File: src/rtl/qisp_writeback.sv
// Writeback and architectural state for the qisp core: register file with
// same-cycle bypass, program counter, queue pointer and the test/skip flag.
module qisp_writeback #(
    parameter logic [15:0] RESET_PC = 16'h0000,
    parameter logic [15:0] RESET_QP = 16'hFFFF
) (
    input  logic        clk,
    input  logic        rst_n,
    input  logic        bs,
    input  logic [15:0] result,
    input  logic        wr_pc,
    input  logic        wr_reg,
    input  logic        wr_qp,
    input  logic        ts,
    input  logic [3:0]  sel_rd,
    input  logic [3:0]  rd_a_sel,
    input  logic [3:0]  rd_b_sel,
    output logic [15:0] rd_a,
    output logic [15:0] rd_b,
    input  logic        pc_adv,
    output logic [15:0] pc,
    output logic [15:0] qp,
    output logic        skip_pend
);

    logic [15:0] rf_q [16];
    logic [15:0] pc_q, pc_d;
    logic [15:0] qp_q, qp_d;
    logic        skip_q, skip_d;

    logic wb;
    logic tst;
    logic reg_we;

    assign wb     = bs & ~ts;
    assign tst    = bs & ts;
    assign reg_we = wb & wr_reg & (sel_rd != 4'd0);

    // Entry 0 is never written, so it stays at its reset value of zero.
    always_ff @(posedge clk or negedge rst_n) begin
        if (!rst_n) begin
            for (int i = 0; i < 16; i++) begin
                rf_q[i] <= 16'h0000;
            end
        end else if (reg_we) begin
            rf_q[sel_rd] <= result;
        end
    end

    always_comb begin
        rd_a = rf_q[rd_a_sel];
        if (reg_we && (sel_rd == rd_a_sel)) begin
            rd_a = result;
        end
    end

    always_comb begin
        rd_b = rf_q[rd_b_sel];
        if (reg_we && (sel_rd == rd_b_sel)) begin
            rd_b = result;
        end
    end

    // A fresh zero test re-arms the skip even while an armed skip is consumed.
    always_comb begin
        pc_d   = pc_q;
        skip_d = skip_q;
        qp_d   = qp_q;
        if (wb && wr_qp) begin
            qp_d = result;
        end
        if (wb && wr_pc) begin
            pc_d   = result;
            skip_d = 1'b0;
        end else if (pc_adv && skip_q) begin
            pc_d   = pc_q + 16'd2;
            skip_d = 1'b0;
        end else if (pc_adv) begin
            pc_d = pc_q + 16'd1;
        end
        if (tst && (result == 16'h0000)) begin
            skip_d = 1'b1;
        end
    end

    always_ff @(posedge clk or negedge rst_n) begin
        if (!rst_n) begin
            pc_q   <= RESET_PC;
            qp_q   <= RESET_QP;
            skip_q <= 1'b0;
        end else begin
            pc_q   <= pc_d;
            qp_q   <= qp_d;
            skip_q <= skip_d;
        end
    end

    assign pc        = pc_q;
    assign qp        = qp_q;
    assign skip_pend = skip_q;

endmodule
File: config.mk
export PLATFORM = sky130hd
export DESIGN_NAME = qisp_writeback
export DESIGN_NICKNAME = d
export VERILOG_FILES = /design/src/rtl/qisp_writeback.sv
export SDC_FILE = /design/constraint.sdc
export NUM_CORES = 1
export LEC_CHECK = 0
export CORE_AREA = 8 8 181 183
export DETAILED_ROUTE_END_ITERATION = 10
export DIE_AREA = 0 0 189 191
export PLACE_DENSITY_LB_ADDON = 0.12
export SKIP_CTS_REPAIR_TIMING = 1
export SLEW_MARGIN = 30
export SYNTH_ARGS = -nofsm -noshare
export SYNTH_HDL_FRONTEND = slang
export SYNTH_SLANG_ARGS = --single-unit
File: constraint.sdc
create_clock -name clk -period 2.2 [get_ports clk]
set_input_delay 0.44 -clock clk [delete_from_list [all_inputs] [get_ports clk]]
set_output_delay 0.44 -clock clk [all_outputs]
set_load 0.005 [all_outputs]
==> metrics.txt <==
Final setup viols 32; crit-path leading delay family buffers and inverters; CTS tree done; die width 189 um; DRT iter0 DRCs 725; Crit. Startpoint rd_a_sel[0]; Crit path required time 1.76 ns; Min-Delay Path Class in2reg; vias in the first global route 10,900; initial antenna violation count 0; simple logic cell fraction of the synthesized area 3.21%; Leak 9.54 nW; CP max stage cell nor4_2; All-Layer GR Usage 24.7%; pwr/cell area 778 nW/um2; Rel. slew slack 55.4%; synthesized flop and latch total 289; Async S/R FF share, synth 100%; layout cells sized above 1 59.0%; Post-Syn Area 15,900 um2; DRT Pass-1 Iters 5; hold path startpoint ts; Crit path top cell by count buf_8; number of max-cap violations 0; total die area 36,100 um2; area delta synth->final 29.3%; multiplexer area fraction after synthesis 45.1%; WL final 46,400 um; Worst Max-Slew Pin Slew 0.664 ns; routability congestion estimate 0.811; global-route wire length before repair 67,500 um; non-filler instance count after layout 1,724; xor and xnor area share after synthesis 0.939%; maximum fanout along the worst path 6; Routed Antenna Nets 0; Worst Path Class, Setup in2out; critical path data arrival time 2.21 ns; endpoints failing hold 0; Port Buffers 100; Syn. warnings 0; largest net degree at the start of global routing 57; grt ovf 0; Worst setup EP type output pin; # nets final 1,342; Syn Nets 1,094; worst setup margin -0.448 ns; Layout Skew 0.00436 ns; CTS Buf Count 35; status finished with violations; Synth Area in Compound Gates 1.03%; FP Rows 64; largest family of logic cells by synthesized area multiplexers; area share of fa/ha/maj cells after synthesis 0.158%; FMAX 378 MHz; peak supply drop 0.593 mV; clock root buffer clkbuf_16; Synth cell types 46; drt wl/cell 26.9 um; crit path buf inv count 6; crit-path cells buf_16, buf_8, xor2_1, nor4_2, nand2_2, buf_12, clkbuf_16, buf_8, mux2_4, buf_6; failing checks setup timing; io pins 101; sequential area share after synthesis 45.7%; DP Area 18,500 um2; n_diodes 0; Die Y-Extent 191 um; HPWL Detailed 29,900 um; crit share post-route 120%; DR DRC count 0; Worst-path clk slew 0.06 ns; CTS Sinks 289; worst r2r src pc[1]; fin crit period 2.65 ns; H-tree levels 2; synthesized area per cell 15.0 um2; initial core utilization 52.8%; unrepaired setup endpoints after global routing yes; design area 20,500 um2; routed vias/inst 6.13; Core Box Area 30,000 um2; EDFF count, synth 0; via count 10,600; Synth Instances 1,056; Final Slew Violations 0; Skew-Pair Late Insertion Delay 0.51 ns; Critical Path Source Type input pin; top_reg_cell synth dfrtp_1; buffer levels on the longest clock path 3; number of fill cells 2,134; dpl cells 1,595; slowest stage delay, CP 0.32 ns
==> path summary, 6_finish.rpt <==
check                            end  slack, ns  cells after the start
max                          rd_a[8]      -0.45                     10
min                        skip_pend       0.38                      4
max reg2reg                   pc[15]       0.33                      5
min reg2reg                rf_q[252]       0.40                      0
max in group asynchronous      qp[4]       0.96                      3
min in group asynchronous  rf_q[188]       0.48                      2
==> state kept, by name, indices dropped and copies added, names as in the netlist <==
register,cells
rf_q,256
pc,16
qp,16
skip_pend,1
==> report_power, final <==
part           total, W  internal, W  switching [W]  leakage [nW]
registers       0.00667      0.00609       0.000586          3.79
logic           0.00342      0.00214        0.00128          5.18
clock network   0.00586      0.00362        0.00224         0.577
total            0.0160       0.0118        0.00411          9.54
==> cell usage after synthesis, types with 4 or more instances <==
library cell | n | area (um2)
xnor2_1 | 6 | 52.6
nor2_2 | 6 | 37.5
dfstp_2 | 16 | 420
buf_1 | 8 | 30.0
nand4_1 | 4 | 25.0
mux4_2 | 128 | 2880
clkbuf_1 | 65 | 244
mux2_2 | 279 | 3140
nand2_1 | 24 | 90.1
nor2b_1 | 4 | 25.0
xor2_1 | 11 | 96.3
nor4_1 | 7 | 43.8
buf_6 | 14 | 158
dfrtp_1 | 273 | 6830
buf_2 | 19 | 95.1
mux2i_1 | 97 | 971
buf_4 | 10 | 75.1
nor2_1 | 12 | 45.0
mux2_4 | 10 | 150
o21ai_0 | 15 | 75.1
a31oi_1 | 4 | 25.0
nand3_1 | 6 | 30.0
or3_1 | 4 | 25.0
==> worst min-delay path, cell delays in order <==
cell,delay [ns]
dlymetal6s2s_1,0.13
buf_4,0.14
nand3_1,0.06
o32ai_1,0.07
==> routing by layer <==
metal	wire [um]	GRT usage (%)
met5	0	0
met1	20200	33.1
met2	22200	39.8
met3	2330	4.27
met4	1730	9.62
==> cell families after synthesis <==
group | Yosys count
mux | 514
simple gates | 89
buf+inv | 119
flops | 289
fa+ha+maj | 2
xor+xnor | 17
compound gates | 26
==> cells in the final DEF, fill, tap and decap left out, types with 4 or more instances in the layout <==
cell               n
a31oi_1            4
buf_12            49
clkbuf_2          26
dfstp_2           16
nand3_1            6
dlymetal6s2s_1     9
clkinv_2           7
clkbuf_16         43
nor2_2             6
nand4_1            4
dfrtp_1          273
mux2i_1           88
buf_6             20
nor4_1             4
mux2_4            31
o21ai_0           15
clkdlybuf4s50_1   52
mux2_2           258
nand2_2            4
clkbuf_1           7
xor2_1            11
buf_4            156
clkbuf_8           6
nand2_1           22
mux4_2           128
xnor2_1            6
or3_1              4
nor2b_1            4
mux2i_2            8
nor2_1            12
buf_8              4
==> metrics by stage <==
step / setup TNS (ns) / power [W] / hold WS, ns / utilization, % / worst slack [ns]
after detailed placement: -67.67 / 0.0100 / 0.384 / 61.6 / -0.882
after CTS: -26.79 / 0.0159 / -0.106 / 65.5 / -0.933
after global routing: -12.67 / 0.0166 / 0.406 / 68.3 / -0.496
after global placement: -66.00 / 0.00993 / 0.377 / 61.6 / -0.886
final: -10.88 / 0.0160 / 0.376 / 68.3 / -0.448
after floorplan: 0 / 0.00854 / 0.144 / - / 0.0183
==> area by class of cell <==
class | instances | area [um2] | share of cell area, %
Inverter | 3 | 11.3 | 0.0549
Tap cell | 396 | 495 | 2.42
Clock buffer | 50 | 1030 | 5.05
Timing Repair Buffer | 327 | 3430 | 16.7
Sequential cell | 289 | 7250 | 35.4
Multi-Input combinational cell | 648 | 8150 | 39.7
Clock inverter | 11 | 133 | 0.647
Power figures use the tool's default switching activity.
